<file path="src/rtl/mem_arb_pkg.sv">
// Shared types and helpers for the unified-memory port arbiter.
// Optional feature macro used by this slice: MEM_ARB_MISALIGN_TRAP_EN.
package mem_arb_pkg;

  // Store width code carried down the pipeline (sw/sh/sb).
  typedef enum logic [1:0] {
    MW_LOAD = 2'b00,
    MW_WORD = 2'b01,
    MW_HALF = 2'b10,
    MW_BYTE = 2'b11
  } memwrite_t;

  typedef enum logic [1:0] {
    ST_IDLE,
    ST_SERVE_I,
    ST_SERVE_D,
    ST_DONE
  } arb_state_t;

  localparam logic [3:0] BE_ALL = 4'b1111;

  // Byte enables for a given width code and byte offset (little-endian lanes).
  // Halfword placement looks only at addr[1]; addr[0] does not move the lanes.
  function automatic logic [3:0] calc_be(input memwrite_t mw, input logic [1:0] addr);
    logic [3:0] be;
    be = BE_ALL;
    case (mw)
      MW_HALF: be = addr[1] ? 4'b1100 : 4'b0011;
      MW_BYTE: be = 4'b0001 << addr;
      default: be = BE_ALL;
    endcase
    return be;
  endfunction

endpackage

</file>
<file path="src/rtl/mem_lane_align.sv">
// Combinational lane steering for data accesses: byte enables, replicated
// write data, and (with MEM_ARB_MISALIGN_TRAP_EN) a misaligned-access flag.
module mem_lane_align
  import mem_arb_pkg::*;
(
  input  memwrite_t   i_mw,
  input  logic [1:0]  i_addr_lo,
  input  logic [31:0] i_wdata,
  output logic [3:0]  o_be,
  output logic [31:0] o_wdata,
  output logic        o_misalign
);

  // Replicate right-justified store data into every lane so the memory only needs be.
  always_comb begin
    o_be    = calc_be(i_mw, i_addr_lo);
    o_wdata = i_wdata;
    case (i_mw)
      MW_HALF: o_wdata = {2{i_wdata[15:0]}};
      MW_BYTE: o_wdata = {4{i_wdata[7:0]}};
      default: o_wdata = i_wdata;
    endcase
`ifdef MEM_ARB_MISALIGN_TRAP_EN
    o_misalign = ((i_mw == MW_WORD) && (i_addr_lo != 2'b00)) ||
                 ((i_mw == MW_HALF) && i_addr_lo[0]);
`else
    o_misalign = 1'b0;
`endif
  end

endmodule

</file>
<file path="src/rtl/mem_port_arbiter.sv">
// Arbitrates instruction fetch and data accesses onto one single-ported memory.
// Data normally wins; a starvation counter forces fetch through after
// STARVE_LIMIT consecutive losses. All outputs come straight from registers.
// Optional feature: MEM_ARB_MISALIGN_TRAP_EN rejects misaligned sw/sh without
// touching memory and reports them on d_misalign.
module mem_port_arbiter
  import mem_arb_pkg::*;
#(
  parameter int STARVE_LIMIT = 4,
  parameter int CNT_W        = 3
) (
  input  logic        clk,
  input  logic        reset,
  input  logic        i_req,
  input  logic [31:0] i_addr,
  output logic [31:0] i_rdata,
  output logic        i_valid,
  input  logic        d_req,
  input  logic [1:0]  d_memwrite,
  input  logic [31:0] d_addr,
  input  logic [31:0] d_wdata,
  output logic [31:0] d_rdata,
  output logic        d_valid,
  output logic        d_misalign,
  output logic        m_req,
  output logic        m_we,
  output logic [3:0]  m_be,
  output logic [31:0] m_addr,
  output logic [31:0] m_wdata,
  input  logic [31:0] m_rdata,
  input  logic        m_ack
);

  localparam logic [CNT_W-1:0] LIMIT    = CNT_W'(STARVE_LIMIT);
  localparam logic [31:0]      WORD_MSK = 32'hFFFF_FFFC;

  arb_state_t       r_state, w_state_nxt;
  logic [CNT_W-1:0] r_cnt, w_cnt_nxt;
  logic             r_m_req, w_m_req_nxt;
  logic             r_m_we, w_m_we_nxt;
  logic [3:0]       r_m_be, w_m_be_nxt;
  logic [31:0]      r_m_addr, w_m_addr_nxt;
  logic [31:0]      r_m_wdata, w_m_wdata_nxt;
  logic [31:0]      r_i_rdata, w_i_rdata_nxt;
  logic             r_i_valid, w_i_valid_nxt;
  logic [31:0]      r_d_rdata, w_d_rdata_nxt;
  logic             r_d_valid, w_d_valid_nxt;
  logic             r_d_misalign, w_d_misalign_nxt;

  memwrite_t        w_mw;
  logic [3:0]       w_be;
  logic [31:0]      w_wdata;
  logic             w_misalign;
  logic             w_grant_d;

  // Saturating increment for the starvation counter.
  function automatic logic [CNT_W-1:0] sat_inc(input logic [CNT_W-1:0] v);
    return (v >= LIMIT) ? LIMIT : v + CNT_W'(1);
  endfunction

  assign w_mw = memwrite_t'(d_memwrite);

  mem_lane_align u_align (
    .i_mw       (w_mw),
    .i_addr_lo  (d_addr[1:0]),
    .i_wdata    (d_wdata),
    .o_be       (w_be),
    .o_wdata    (w_wdata),
    .o_misalign (w_misalign)
  );

  // Data wins unless fetch has already lost STARVE_LIMIT arbitrations in a row.
  assign w_grant_d = d_req && (!i_req || (r_cnt < LIMIT));

  // Next-state and next-output logic; completion pulses default low.
  always_comb begin
    w_state_nxt      = r_state;
    w_cnt_nxt        = r_cnt;
    w_m_req_nxt      = r_m_req;
    w_m_we_nxt       = r_m_we;
    w_m_be_nxt       = r_m_be;
    w_m_addr_nxt     = r_m_addr;
    w_m_wdata_nxt    = r_m_wdata;
    w_i_rdata_nxt    = r_i_rdata;
    w_i_valid_nxt    = 1'b0;
    w_d_rdata_nxt    = r_d_rdata;
    w_d_valid_nxt    = 1'b0;
    w_d_misalign_nxt = 1'b0;
    case (r_state)
      ST_IDLE: begin
        if (w_grant_d) begin
          if (i_req) w_cnt_nxt = sat_inc(r_cnt);
          if (w_misalign) begin
            // Rejected access: skip the memory and report it from DONE.
            w_state_nxt      = ST_DONE;
            w_d_valid_nxt    = 1'b1;
            w_d_misalign_nxt = 1'b1;
          end else begin
            w_state_nxt   = ST_SERVE_D;
            w_m_req_nxt   = 1'b1;
            w_m_we_nxt    = (w_mw != MW_LOAD);
            w_m_be_nxt    = w_be;
            w_m_addr_nxt  = d_addr & WORD_MSK;
            w_m_wdata_nxt = w_wdata;
          end
        end else if (i_req) begin
          w_state_nxt   = ST_SERVE_I;
          w_cnt_nxt     = '0;
          w_m_req_nxt   = 1'b1;
          w_m_we_nxt    = 1'b0;
          w_m_be_nxt    = BE_ALL;
          w_m_addr_nxt  = i_addr & WORD_MSK;
          w_m_wdata_nxt = 32'h0;
        end
      end
      ST_SERVE_I: begin
        if (m_ack) begin
          w_state_nxt   = ST_DONE;
          w_m_req_nxt   = 1'b0;
          w_i_rdata_nxt = m_rdata;
          w_i_valid_nxt = 1'b1;
        end
      end
      ST_SERVE_D: begin
        if (m_ack) begin
          w_state_nxt   = ST_DONE;
          w_m_req_nxt   = 1'b0;
          w_d_rdata_nxt = m_rdata;
          w_d_valid_nxt = 1'b1;
        end
      end
      default: begin
        // DONE: one dead cycle so a requester still holding req is not re-served.
        w_state_nxt = ST_IDLE;
      end
    endcase
  end

  // State and registered outputs; reset abandons any in-flight access.
  always_ff @(posedge clk or posedge reset) begin
    if (reset) begin
      r_state      <= ST_IDLE;
      r_cnt        <= '0;
      r_m_req      <= 1'b0;
      r_m_we       <= 1'b0;
      r_m_be       <= 4'b0000;
      r_m_addr     <= 32'h0;
      r_m_wdata    <= 32'h0;
      r_i_rdata    <= 32'h0;
      r_i_valid    <= 1'b0;
      r_d_rdata    <= 32'h0;
      r_d_valid    <= 1'b0;
      r_d_misalign <= 1'b0;
    end else begin
      r_state      <= w_state_nxt;
      r_cnt        <= w_cnt_nxt;
      r_m_req      <= w_m_req_nxt;
      r_m_we       <= w_m_we_nxt;
      r_m_be       <= w_m_be_nxt;
      r_m_addr     <= w_m_addr_nxt;
      r_m_wdata    <= w_m_wdata_nxt;
      r_i_rdata    <= w_i_rdata_nxt;
      r_i_valid    <= w_i_valid_nxt;
      r_d_rdata    <= w_d_rdata_nxt;
      r_d_valid    <= w_d_valid_nxt;
      r_d_misalign <= w_d_misalign_nxt;
    end
  end

  assign m_req      = r_m_req;
  assign m_we       = r_m_we;
  assign m_be       = r_m_be;
  assign m_addr     = r_m_addr;
  assign m_wdata    = r_m_wdata;
  assign i_rdata    = r_i_rdata;
  assign i_valid    = r_i_valid;
  assign d_rdata    = r_d_rdata;
  assign d_valid    = r_d_valid;
  assign d_misalign = r_d_misalign;

endmodule

</file>
<file path="config.mk">
export PLATFORM = sky130hd
export DESIGN_NAME = mem_port_arbiter
export DESIGN_NICKNAME = d
export VERILOG_FILES = /design/src/rtl/mem_arb_pkg.sv /design/src/rtl/mem_lane_align.sv /design/src/rtl/mem_port_arbiter.sv
export SDC_FILE = /design/constraint.sdc
export NUM_CORES = 1
export LEC_CHECK = 0
export BUFFER_PORTS_ARGS = -buffer_cell sky130_fd_sc_hd__clkbuf_2
export CAP_MARGIN = 10
export CELL_PAD_IN_SITES_DETAIL_PLACEMENT = 1
export CELL_PAD_IN_SITES_GLOBAL_PLACEMENT = 1
export CORE_MARGIN = 2
export CORE_UTILIZATION = 38
export DETAILED_ROUTE_END_ITERATION = 12
export MAX_ROUTING_LAYER = met4
export PLACE_DENSITY = 0.83
export RECOVER_POWER = 100
export SYNTH_ARGS = -nofsm -noshare
export SYNTH_HDL_FRONTEND = slang
export SYNTH_SLANG_ARGS = --single-unit
export TNS_END_PERCENT = 100
</file>
<file path="constraint.sdc">
create_clock -name clk -period 9.1 [get_ports clk]
set_input_delay 0.91 -clock clk [delete_from_list [all_inputs] [get_ports clk]]
set_output_delay 0.91 -clock clk [all_outputs]
set_load 0.005 [all_outputs]
</file>
Yosys cells after proc, flatten, opt, wreduce, memory -nomap -nowiden

Cells that the tools add are included.
W data, S select, Z words.

Flip-flop bits (word level): 141
Output and inout port bits: 137

Eq/ne operators: 6
Magnitude comparators: 2
Mux-type cells: 26
Shift operators: 1
Add/sub/neg operators: 1
Reduce and logical (&&, ||, !) cells: 14

Operators by type and width:

| operator              | number |
|---|---|
| $mux W32              | 4 |
| $pmux W32 S2          | 1 |
| $mux W3               | 4 |
| $mux W4               | 3 |
| $reduce_and A2 Y1     | 5 |
| $mux W1               | 8 |
| $pmux W4 S2           | 1 |
| $eq A2 B2 Y1 const B  | 3 |
| $mux W2               | 3 |
| $reduce_bool A2 Y1    | 3 |
| $pmux W2 S2           | 1 |
| $shl A1 B2 Y4 const A | 1 |
| $add A3 B1 Y3 const B | 1 |
| $ge A3 B3 Y1 const B  | 1 |
| $lt A3 B3 Y1 const B  | 1 |
| $ne A3 B3 Y1 const B  | 1 |
| $reduce_and A3 Y1     | 1 |
| $eq A2 B1 Y1 const B  | 1 |
| $logic_not A2 Y1      | 1 |
| $ne A2 B1 Y1 const B  | 1 |
| $pmux W1 S2           | 1 |
| $reduce_or A2 Y1      | 1 |
| $logic_and A1 B1 Y1   | 1 |
| $logic_not A1 Y1      | 1 |
| $logic_or A1 B1 Y1    | 1 |

Longest topological paths before layout

Gate-level depths: netlist (run 1).

Word-level depth: 5
Gate-level depth with buffers: 8
Gate-level depth less buffers: 5

Cells and area by module

Synthesis (run 1) repeated with hierarchy kept, for this count alone.

Cell total of the unflattened synthesis: 479
Area total of the unflattened synthesis: 6207.2 µm²

By module, submodules not included:

| module           | times used | cells each | area an instance (µm²) |
|---|---|---|---|
| mem_port_arbiter | 1          | 417        | 5731.7 |
| mem_lane_align   | 1          | 62         | 475.5 |

Worst setup path before layout (run 1)

Ideal clock, no wire load.

Kind: input-to-reg
Start point: input i_req
End point: register r_m_wdata[10] (netlist: m_wdata[10])
Arrival time: 1.775 ns
Path slack: 7.203 ns
Stages on the path: 6
Path through: buf_2 > a21boi_4 > and2_1 > buf_4 > buf_6 > a32o_1

Cells in the longest elaborated chain, start to end: 5

RTL lines:

| what                         | line                    | RTL |
|---|---|---|
| start, declared              | mem_port_arbiter.sv:14  | `input logic i_req,` |
| $logic_not A1 Y1             | mem_port_arbiter.sv:73  | `assign w_grant_d = d_req && (!i_req \|\| (r_cnt < LIMIT));` |
| $logic_or A1 B1 Y1           | mem_port_arbiter.sv:73  |  |
| $logic_and A1 B1 Y1          | mem_port_arbiter.sv:73  |  |
| $reduce_bool A2 Y1 (no line) | n/a                     |  |
| $reduce_and A2 Y1 (no line)  | n/a                     |  |
| end signal, assigned         | mem_port_arbiter.sv:161 | `r_m_wdata <= w_m_wdata_nxt;` |
| end, declared                | mem_port_arbiter.sv:43  | `logic [31:0] r_m_wdata, w_m_wdata_nxt;` |

Several ways; a longest one is shown, not always the timed one.
A chain may end at the register's enable or synchronous reset.

==> impl_metrics.tcl, run 1 <==
set metrics [dict create \
    synthTopCellsByArea "sky130_fd_sc_hd__dfrtp_1, sky130_fd_sc_hd__mux2_2, sky130_fd_sc_hd__a21oi_1" \
    failed_checks "capacitance limit, slew limit" \
    fmax_mhz 276 \
    power.leakage_uw 0.00368 \
    route.antenna.remaining_nets 0 \
    critical_path_class "input port to async pin" \
    final.min_clock_period_ns 3.62 \
    timing.final.crit_share_pct 39.8 \
    relative_max_transition_margin_pct -158 \
    critical_path_required_ns 9.57 \
    yosysTopAreaCellShare_pct 59.3 \
    num-fill-cells 1759 \
    post-synth-top-count-cell "sky130_fd_sc_hd__dfrtp_1" \
    wl_per_cell_um 18.4 \
    finalHoldViolations 0 \
    fp.dieW_um 128 \
    dpl.hpwl_mm 12.7 \
    end_kind "async pin" \
    numCtsBuffers 17 \
    die_height_um 128 \
    unrepaired_setup_endpoints_after_global_routing "false" \
    post-route-worst-setup-slack_ns 5.48 \
    crit_path_start_kind "input port" \
    syn_avg_cell_area_um2 11.9 \
    synthesis.yosys.warnings 0 \
    share_of_post_route_cells_with_drive_strength_above_1_pct 37.1 \
    max-clock-path-buffers 2 \
    tightestPinTransition_ns 3.84 \
    port_buffers 266 \
    post_cts_resize_count 0 \
    drt_iter0_markers 211 \
    fin_nets 889 \
    finalWirelength_mm 17.4 \
    cts.hold.buffers_added 0 \
    critPathBufInv 3 \
    setup-tns-final_ns 0 \
    vdd_ir_drop_max_mv 0.150 \
    first_global_vias 5371 \
    asyncSetResetFlopFracSynth_pct 100 \
    critical_path_peak_fanout 86 \
    worstPathArrival_ns 4.09 \
    synth_edf_count 0 \
    num_rows 45 \
    synthTopCellsByCount "sky130_fd_sc_hd__dfrtp_1, sky130_fd_sc_hd__mux2_2, sky130_fd_sc_hd__a21oi_1" \
    cts_num_sinks 139 \
    postSynth.topFlopCell "sky130_fd_sc_hd__dfrtp_1" \
    clock_latency_ns 0.41 \
    cts_root_cell "sky130_fd_sc_hd__clkbuf_16" \
    ys_seq_elements 139 \
    synthCells 491 \
    multi_input_area_um2 2190 \
    core-area_um2 15100 \
    outcome "finished, violations left" \
    worst_path_largest_cell_delay_ns 2.14 \
    io_pins 272 \
    setup_viol 0 \
    worstHoldPathType "flop to flop" \
    finalClockSkew_ns 0.00914 \
    grt_start_max_net_pins 87 \
    drv_cap 3 \
    globalplace.congestion 0.802 \
    route.detailed.drc 0 \
    post-cts-setup-buffers 0 \
    antenna_found_initial 0 \
    part_of_the_yosys_area_used_for_sequential_elements_pct 59.3 \
    cts_tree "yes" \
    starting_density_of_the_core_pct 38.7 \
    route.vias.total 4907 \
    cts.reportedPaths.clkPinSlew_ns 0.06 \
    path_cells "clkbuf_1 > clkinvlp_2 > buf_4" \
    area.growth.synth_to_final_pct 32.0 \
    die-area_um2 16400 \
    grt_pass1_wl_mm 27.4 \
    routed_via_density 5.17 \
    slew_viol_final 155 \
    drt_first_pass_iters 4 \
    sequential_cell_area_um2 3480 \
    p_per_area_nw_per_um2 350 \
    slowest_stage "sky130_fd_sc_hd__clkinvlp_2" \
    number_of_library_cell_types_mapped_by_synthesis 32 \
    synthesis.area_um2 5870 \
    synthDominantAreaCellType "sky130_fd_sc_hd__dfrtp_1" \
    gr-usage-all-layers_pct 22.0 \
    fin_total_pwr_uw 2710 \
    antennaDiodeCount 0 \
    globalRoute.totalOverflow 0 \
    cts_max_level 4 \
    critPathTopFamily "buffers and inverters" \
    place_ws_ns 5.89 \
]
==> per-layer routing <==
metal  up-vias  wire length [um]  GRT usage (%)
li1       2225                 -              -
met1      2477              6660           23.7
met2       176              9450           39.3
met3        29               915           5.09
met4         0               406           8.14
met5         -                 0              -
==> worst paths after layout <==
| check | slack [ns] | start | depth (start not counted) | to |
|---|---|---|---|---|
| max in group clk | 6.00 | i_req | 4 | m_wdata[8]$_DFFE_PP0P_ |
| min in group asynchronous | 1.63 | reset | 2 | d_rdata[17]$_DFFE_PP0P_ |
| worst max-delay path | 5.48 | reset | 3 | i_rdata[18]$_DFFE_PP0P_ |
| worst min-delay path | 0.49 | m_wdata[23]$_DFFE_PP0P_ | 2 | m_wdata[23]$_DFFE_PP0P_ |
| worst max register to register | 6.26 | r_state[0]$_DFFE_PP0P_ | 6 | m_be[3]$_DFFE_PP0P_ |
| worst min register to register | 0.49 | m_wdata[23]$_DFFE_PP0P_ | 2 | m_wdata[23]$_DFFE_PP0P_ |
==> where the power goes <==
group	internal (uW)	switching (uW)	leakage, uW	total [uW]
Clock	401	270	0.000284	671
Sequential	925	171	0.00166	1100
Combinational	447	495	0.00174	942
Total	1770	937	0.00368	2710
==> cells in the final DEF, fill, tap and decap left out, drive strengths merged, types with 2 or more instances in the layout <==
cell / synthesis / layout
nand2: 55 / 55
conb: 1 / 3
o21a: 3 / 3
o2111ai: 2 / 2
mux2: 65 / 65
a41oi: 2 / 2
inv: 8 / 11
mux2i: 16 / 16
a21oi: 63 / 63
clkinvlp: 0 / 3
dfrtp: 139 / 139
ha: 6 / 6
clkinv: 0 / 5
a22o: 10 / 10
clkbuf: 7 / 288
buf: 28 / 3
or2: 16 / 16
o21ai: 10 / 10
o2bb2ai: 2 / 2
a32o: 16 / 16
nor2: 33 / 33
==> layout make-up <==
cell class	instances	area share, %
Inverter	8	0.404
Clock inverter	12	1.45
Multi-Input combinational cell	311	28.2
Tap cell	188	3.04
Clock buffer	20	6.03
Sequential cell	139	44.9
Timing Repair Buffer	271	15.9
==> stage by stage <==
| step | cells | instance area, um^2 | hold slack [ns] | utilization, % |
|---|---|---|---|---|
| floorplan | 493 | 5870 | 0.473 | - |
| global placement | 917 | 7300 | 0.466 | 48.2 |
| detailed placement | 917 | 7300 | 0.480 | 48.2 |
| CTS | 949 | 7880 | 0.495 | 52.0 |
| global route | 949 | 7740 | 0.510 | 51.1 |
| finish | 949 | 7740 | 0.489 | 51.1 |
==> tightest hold or removal path, stage by stage, from the launching register on <==
cell and delay [ns]:
sky130_fd_sc_hd__dfrtp_1 0.34, sky130_fd_sc_hd__nand2_1 0.05, sky130_fd_sc_hd__o21ai_0 0.06
==> registers in the layout, summed over array words and instances, names as in the netlist <==
name	cells
d_rdata	32
i_rdata	32
m_wdata	32
m_addr	30
m_be	4
r_cnt	3
r_state	2
d_valid	1
i_valid	1
m_req	1
m_we	1
==> kinds of logic after synthesis <==
| group | count (synthesis) | share of synthesized area, % |
|---|---|---|
| multiplexers | 81 | 15.2 |
| buffers and inverters | 43 | 3.71 |
| other | 1 | 0.0639 |
| AO/OA/AOI/OAI | 111 | 12.4 |
| adder cells (fa/ha/maj) | 6 | 1.28 |
| AND/OR/NAND/NOR | 110 | 8.06 |
| flip-flops | 139 | 59.3 |
No activity file was read; power rests on OpenSTA's default activity.
==> run 2: changes to the inputs <==
--- a/config.mk
+++ b/config.mk
@@ -5,15 +5,16 @@
 export SDC_FILE = /design/constraint.sdc
 export NUM_CORES = 1
 export LEC_CHECK = 0
+export ABC_AREA = 1
 export BUFFER_PORTS_ARGS = -buffer_cell sky130_fd_sc_hd__clkbuf_2
 export CAP_MARGIN = 10
 export CELL_PAD_IN_SITES_DETAIL_PLACEMENT = 1
 export CELL_PAD_IN_SITES_GLOBAL_PLACEMENT = 1
 export CORE_MARGIN = 2
-export CORE_UTILIZATION = 38
+export CORE_UTILIZATION = 33
 export DETAILED_ROUTE_END_ITERATION = 12
 export MAX_ROUTING_LAYER = met4
-export PLACE_DENSITY = 0.83
+export PLACE_DENSITY = 0.77
 export RECOVER_POWER = 100
 export SYNTH_ARGS = -nofsm -noshare
 export SYNTH_HDL_FRONTEND = slang
==> constraint.sdc (replaced) <==
create_clock -name clk -period 3.65 [get_ports clk]
set_input_delay 0.365 -clock clk [delete_from_list [all_inputs] [get_ports clk]]
set_output_delay 0.365 -clock clk [all_outputs]
set_load 0.005 [all_outputs]
==> run 2 against run 1 <==
Net effect: clock power grew to 2.5 times the previous value; non-clock buffer count unchanged; sequential share of layout area is 0.64 points lower; critical endpoint is now d_rdata[13]$_DFFE_PP0P_; cell area is 1.5% higher; clock skew shrank 0.00082 ns; the flow still finishes with violations (capacitance limit, slew limit); die area rose by 17%; synthesized cell count up 44%; combinational power grew 130%.
==> impl_metrics.tcl, run 2 <==
set metrics [dict create \
    critical_path_class "flop to flop" \
    numCtsBuffers 17 \
    critical_path_peak_fanout 65 \
    cts_max_level 4 \
    globalplace.congestion 0.787 \
    cts_tree "yes" \
    route.detailed.drc 0 \
    most-common-layout-cells "sky130_fd_sc_hd__nand2_1, sky130_fd_sc_hd__clkbuf_2, sky130_fd_sc_hd__dfrtp_1, sky130_fd_sc_hd__o21ai_0, sky130_fd_sc_hd__clkbuf_1" \
    clock_latency_ns 0.41 \
    post_dp_cell_area_um2 7430 \
    post-synth-top-count-cell "sky130_fd_sc_hd__nand2_1" \
    sequential_cell_area_um2 3480 \
    worstHoldPathType "input port to flop" \
    starting_density_of_the_core_pct 33.5 \
    crit_end "d_rdata[13]$_DFFE_PP0P_" \
    number_of_library_cell_types_mapped_by_synthesis 22 \
    tightestPinTransition_ns 1.93 \
    unrepaired_setup_endpoints_after_global_routing "false" \
    worstPathArrival_ns 2.71 \
    final.hold.worst_slack_ns 0.199 \
    wl_per_cell_um 15.1 \
    core-area_um2 17800 \
    setup_viol 0 \
    r2r-start "r_state[0]$_DFFE_PP0P_" \
    cts_num_sinks 139 \
    syn_avg_cell_area_um2 8.47 \
    dpl.hpwl_mm 13.0 \
    part_of_the_yosys_area_used_for_sequential_elements_pct 58.2 \
    slew_viol_final 272 \
    io_pins 272 \
    worst_path_largest_cell_delay_ns 1.33 \
    power.leakage_uw 0.00428 \
    timing.final.crit_share_pct 69.1 \
    end_kind "flop" \
    rrSetupSlack_ns 1.13 \
    fin_nets 1100 \
    cts.reportedPaths.clkPinSlew_ns 0.06 \
    cts.hold.buffers_added 0 \
    drt_iter0_markers 243 \
    cp_num_cells 4 \
    ys_seq_elements 139 \
    route.vias.total 5501 \
    design_area_um2 7860 \
    worstRegToRegCells 4 \
    p_per_area_nw_per_um2 825 \
    postSynth.topFlopCell "sky130_fd_sc_hd__dfrtp_1" \
    failed_checks "capacitance limit, slew limit" \
    final.min_clock_period_ns 2.52 \
    num_rows 49 \
    drv_cap 3 \
    setup-tns-final_ns 0 \
    place_ws_ns 1.60 \
    yosysTopAreaCellShare_pct 58.2 \
    finalHoldViolations 0 \
    worst_setup_path_start "r_state[0]$_DFFE_PP0P_" \
    synthDominantAreaCellType "sky130_fd_sc_hd__dfrtp_1" \
    finalWirelength_mm 18.2 \
    synth_edf_count 0 \
    routed_via_density 4.58 \
    critPathTopFamily "simple AND/OR/NAND/NOR gates" \
    die-area_um2 19200 \
    vdd_ir_drop_max_mv 0.352 \
    synthesis.yosys.warnings 0 \
    share_of_post_route_cells_with_drive_strength_above_1_pct 20.4 \
    area.growth.synth_to_final_pct 31.4 \
    cts_root_cell "sky130_fd_sc_hd__clkbuf_16" \
    post-cts-setup-buffers 0 \
    fmax_mhz 397 \
    die_height_um 139 \
    multi_input_area_um2 2060 \
    post-route-worst-setup-slack_ns 1.13 \
    slowest_stage "sky130_fd_sc_hd__nand2_1" \
    num-fill-cells 2300 \
    max-clock-path-buffers 2 \
    globalRoute.totalOverflow 0 \
    outcome "finished, violations left" \
    antenna_found_initial 1 \
    crit_path_start_kind "flop" \
    critical_path_required_ns 3.84 \
    most_common_cell_after_layout_fill_and_taps_aside "sky130_fd_sc_hd__nand2_1" \
    synthesis.area_um2 5980 \
    port_buffers 266 \
    fp.dieW_um 139 \
    post_layout_nonfiller_instances 1202 \
    drt_first_pass_iters 6 \
    numPlacedInstances 1169 \
    grt_start_max_net_pins 140 \
    finalClockSkew_ns 0.00832 \
    route.antenna.remaining_nets 0 \
    grt_pass1_wl_mm 29.9 \
    asyncSetResetFlopFracSynth_pct 100 \
    synthCells 706 \
    relative_max_transition_margin_pct -29.0 \
    post_cts_resize_count 0 \
    critPathBufInv 1 \
    first_global_vias 5835 \
    gr-usage-all-layers_pct 19.8 \
    timing.rr.end "d_rdata[13]$_DFFE_PP0P_" \
    synthTopCellsByCount "sky130_fd_sc_hd__nand2_1, sky130_fd_sc_hd__dfrtp_1, sky130_fd_sc_hd__o21ai_0" \
    synthTopCellsByArea "sky130_fd_sc_hd__dfrtp_1, sky130_fd_sc_hd__nand2_1, sky130_fd_sc_hd__o21ai_0" \
    path_cells "inv_1 > ha_1 > nand2_1 > o21ai_0" \
]
==> run 2: final cells by class <==
type | instances | share of cell area, %
diodes | 1 | 0.0319
clock buffers | 19 | 5.51
clock inverters | 13 | 1.83
inverters | 55 | 2.69
multi-input cells | 475 | 26.3
flip-flops and latches | 139 | 44.3
well taps | 229 | 3.65
repair buffers | 271 | 15.7
==> run 2: tightest hold or removal path, delay by kind of cell <==
kind,cells,cell delay (ns)
compound gates,1,0.07
buf+inv,2,0.13
==> run 2: worst min-delay path by stage <==
| stage | startpoint | to | cells after the start |
|---|---|---|---|
| floorplan | m_wdata[0]$_DFFE_PP0P_ | m_wdata[0]$_DFFE_PP0P_ | 2 |
| global placement | m_wdata[5]$_DFFE_PP0P_ | m_wdata[5]$_DFFE_PP0P_ | 2 |
| detailed placement | m_wdata[4]$_DFFE_PP0P_ | m_wdata[4]$_DFFE_PP0P_ | 2 |
| CTS | m_rdata[23] | d_rdata[23]$_DFFE_PP0P_ | 3 |
| global route | m_rdata[17] | i_rdata[17]$_DFFE_PP0P_ | 3 |
| finish | m_rdata[5] | d_rdata[5]$_DFFE_PP0P_ | 3 |
==> run 2: per-layer routing <==
metal | vias to the layer above | global-route usage [%] | part of all wire, %
li1 | 2695 | - | -
met1 | 2605 | 23.3 | 42
met2 | 161 | 33.6 | 50
met3 | 40 | 4.11 | 4.7
met4 | 0 | 7.97 | 3.2
met5 | - | - | 0
==> run 2: kinds of logic after synthesis <==
family	Yosys count	share of synthesized area, %
flops	139	58.2
compound gates	122	10.4
mux	8	1.34
buf+inv	94	7.39
other cells	1	0.0627
simple gates	336	21.4
fa+ha+maj	6	1.26
==> run 2: power by group <==
group	leakage (uW)	switching, uW	internal [uW]
Combinational	0.00226	1380	806
Clock	0.000270	676	1010
Sequential	0.00175	366	2240
Total	0.00428	2420	4060
==> run 2: stage by stage <==
| stage | power [uW] | utilization [%] |
|---|---|---|
| 2_1_floorplan | 3860 | - |
| 3_3_place_gp | 4890 | 41.6 |
| 3_5_place_dp | 5020 | 41.6 |
| 4_1_cts | 6750 | 44.9 |
| 5_1_grt | 7040 | 44.0 |
| 6_report | 6480 | 44.0 |
==> run 3: changes to the inputs <==
--- a/config.mk
+++ b/config.mk
@@ -5,16 +5,16 @@
 export SDC_FILE = /design/constraint.sdc
 export NUM_CORES = 1
 export LEC_CHECK = 0
-export ABC_AREA = 1
+export ABC_AREA = 0
 export BUFFER_PORTS_ARGS = -buffer_cell sky130_fd_sc_hd__clkbuf_2
 export CAP_MARGIN = 10
 export CELL_PAD_IN_SITES_DETAIL_PLACEMENT = 1
 export CELL_PAD_IN_SITES_GLOBAL_PLACEMENT = 1
 export CORE_MARGIN = 2
-export CORE_UTILIZATION = 33
+export CORE_UTILIZATION = 32
 export DETAILED_ROUTE_END_ITERATION = 12
 export MAX_ROUTING_LAYER = met4
-export PLACE_DENSITY = 0.77
+export PLACE_DENSITY = 0.75
 export RECOVER_POWER = 100
 export SYNTH_ARGS = -nofsm -noshare
 export SYNTH_HDL_FRONTEND = slang
==> constraint.sdc (replaced) <==
create_clock -name clk -period 2.2 [get_ports clk]
set_input_delay 0.22 -clock clk [delete_from_list [all_inputs] [get_ports clk]]
set_output_delay 0.22 -clock clk [all_outputs]
set_load 0.005 [all_outputs]
==> run 3 against run 2 <==
Net effect: the run now ends clean; first-iteration DRC count fell by 36%; clock skew fell by 0.0024 ns; critical path depth rose by 1; die area rose by 1.2%; non-clock buffer count rose by 10; utilization barely moved; count of clock-buffer cells in the layout rose by 1; largest power group unchanged; highest routed layer unchanged.
==> impl_metrics.tcl, run 3 (synthesis results as in run 1) <==
set metrics [dict create \
    fmax_mhz 547 \
    routed_via_density 4.80 \
    numCtsBuffers 17 \
    outcome "finished clean" \
    route.antenna.remaining_nets 0 \
    p_per_area_nw_per_um2 1420 \
    tightestPinTransition_ns 0.958 \
    first_global_vias 5083 \
    unrepaired_setup_endpoints_after_global_routing "false" \
    min-delay-start "i_addr[23]" \
    rrSetupSlack_ns 0.37 \
    finalHoldViolations 0 \
    setup-tns-final_ns 0 \
    clock_latency_ns 0.41 \
    worst_path_largest_cell_delay_ns 0.41 \
    core-area_um2 18000 \
    cts.reportedPaths.clkPinSlew_ns 0.06 \
    route.vias.total 4804 \
    globalplace.congestion 0.754 \
    final.min_clock_period_ns 1.83 \
    r2r-start "r_state[0]$_DFFE_PP0P_" \
    place_ws_ns 0.448 \
    share_of_post_route_cells_with_drive_strength_above_1_pct 39.3 \
    power.leakage_uw 0.00377 \
    sequential_power_share_pct 40.1 \
    cts_num_sinks 139 \
    die_height_um 139 \
    drv_cap 0 \
    post_layout_nonfiller_instances 1000 \
    die-area_um2 19400 \
    final.hold.worst_slack_ns 0.0168 \
    hold_path_depth 3 \
    critPathTopFamily "compound AO/OA/AOI/OAI gates" \
    timing.rr.end "m_wdata[0]$_DFFE_PP0P_" \
    worstPathArrival_ns 2.13 \
    worst_hold_path.endpoint "m_addr[23]$_DFFE_PP0P_" \
    port_buffers 266 \
    slew_viol_final 0 \
    cts_tree "yes" \
    dpl.hpwl_mm 12.3 \
    relative_max_transition_margin_pct 36.1 \
    io_pins 272 \
    max-clock-path-buffers 2 \
    crit_path_start_kind "flop" \
    cts_max_level 4 \
    post_cts_resize_count 0 \
    area.growth.synth_to_final_pct 35.0 \
    comb_power_share_pct 35.4 \
    wl_per_cell_um 17.1 \
    fp.dieW_um 139 \
    grt_pass1_wl_mm 27.2 \
    setup_viol 0 \
    critical_path_required_ns 2.50 \
    drt_iter0_markers 156 \
    gr-usage-all-layers_pct 18.3 \
    antenna_found_initial 0 \
    worstHoldPathType "input port to flop" \
    num_rows 49 \
    antennaDiodeCount 0 \
    numPlacedInstances 964 \
    timing.final.crit_share_pct 83.1 \
    clock_power_share_pct 24.5 \
    grt_start_max_net_pins 71 \
    power.net_switching_uw 3840 \
    globalRoute.totalOverflow 0 \
    slowest_stage "sky130_fd_sc_hd__dfrtp_1" \
    worstRegToRegCells 5 \
    end_kind "flop" \
    post-route-worst-setup-slack_ns 0.371 \
    most_common_cell_after_layout_fill_and_taps_aside "sky130_fd_sc_hd__clkbuf_2" \
    finalClockSkew_ns 0.00587 \
    starting_density_of_the_core_pct 32.7 \
    fin_util_pct 44.1 \
    post-cts-setup-buffers 0 \
    critPathBufInv 2 \
    cts_root_cell "sky130_fd_sc_hd__clkbuf_16" \
    power.switching_fraction_pct 34.2 \
    internal_power_uw 7380 \
    cts.hold.buffers_added 4 \
    critical_path_class "flop to flop" \
    drt_first_pass_iters 4 \
    vdd_ir_drop_max_mv 0.608 \
    route.detailed.drc 0 \
    path_cells "inv_1 > ha_1 > o21ai_2 > buf_12 > a22o_1" \
    critical_path_peak_fanout 41 \
    fin_nets 899 \
    most-common-layout-cells "sky130_fd_sc_hd__clkbuf_2, sky130_fd_sc_hd__dfrtp_1, sky130_fd_sc_hd__clkbuf_1, sky130_fd_sc_hd__mux2_2, sky130_fd_sc_hd__a21oi_1" \
    finalWirelength_mm 17.1 \
]
[run 3: changes by cell type in the layout (fill, tap and decap cells not counted), moves of 4 or more]
cell | before | now
sky130_fd_sc_hd__mux2_2 | 0 | 65
sky130_fd_sc_hd__clkbuf_2 | 159 | 177
sky130_fd_sc_hd__clkbuf_1 | 108 | 91
sky130_fd_sc_hd__o21ai_0 | 113 | 9
sky130_fd_sc_hd__a21oi_1 | 1 | 63
sky130_fd_sc_hd__nor2_1 | 2 | 33
sky130_fd_sc_hd__nand2_1 | 328 | 55
sky130_fd_sc_hd__o22ai_1 | 8 | 0
sky130_fd_sc_hd__inv_1 | 53 | 7
sky130_fd_sc_hd__mux2i_1 | 8 | 16
sky130_fd_sc_hd__or2_2 | 1 | 16
sky130_fd_sc_hd__a22o_1 | 0 | 10
sky130_fd_sc_hd__a32o_1 | 0 | 16
sky130_fd_sc_hd__dlygate4sd3_1 | 0 | 4
[run 3: power by group through the flow]
stage / Combinational, uW / Sequential [uW] / Clock, uW
6_report: 3970 / 4500 / 2750
5_1_grt: 4390 / 4660 / 2950
4_1_cts: 4300 / 4510 / 2840
3_5_place_dp: 4280 / 4540 / 0
3_3_place_gp: 4150 / 4470 / 0
2_1_floorplan: 2120 / 4570 / 0
[run 3: stage by stage]
stage               instance area, um^2  total power [uW]
floorplan                          5880              6680
global placement                   7460              8620
detailed placement                 7460              8820
CTS                                8070             11700
global route                       7920             12000
finish                             7920             11200
[run 3: worst max path at each step]
stage | end | cells past startpoint | slack (ns) | start
CTS | m_wdata[6]$_DFFE_PP0P_ | 5 | 0.45 | r_state[0]$_DFFE_PP0P_
global route | m_wdata[4]$_DFFE_PP0P_ | 4 | 0.20 | reset
floorplan | d_rdata[0]$_DFFE_PP0P_ | 1 | 0.24 | reset
detailed placement | m_wdata[0]$_DFFE_PP0P_ | 5 | 0.45 | r_state[1]$_DFFE_PP0P_
finish | m_wdata[0]$_DFFE_PP0P_ | 5 | 0.37 | r_state[0]$_DFFE_PP0P_
global placement | m_wdata[1]$_DFFE_PP0P_ | 5 | 0.48 | r_state[0]$_DFFE_PP0P_
[run 3: per-layer routing]
| layer | GRT usage (%) | part of all wire (%) | vias to the layer above |
|---|---|---|---|
| met2 | 29.2 | 49 | 179 |
| met5 | - | 0 | - |
| met1 | 22.3 | 43 | 2356 |
| met4 | 7.55 | 2.6 | 0 |
| li1 | - | - | 2241 |
| met3 | 4.27 | 5.6 | 28 |
[run 3: area by class of cell]
cell class / count / area [um^2]
inverters: 8 / 31.3
multi-input cells: 311 / 2180
repair buffers: 281 / 1370
clock inverters: 12 / 114
flip-flops and latches: 139 / 3480
clock buffers: 20 / 457
well taps: 229 / 287
fillers: 2099 / 10000
[run 3: worst register-to-register path: stages, from the launching register on]
cell and delay [ns]:
sky130_fd_sc_hd__dfrtp_1 0.41, sky130_fd_sc_hd__inv_1 0.09, sky130_fd_sc_hd__ha_1 0.32, sky130_fd_sc_hd__o21ai_2 0.32, sky130_fd_sc_hd__buf_12 0.28, sky130_fd_sc_hd__a22o_1 0.29
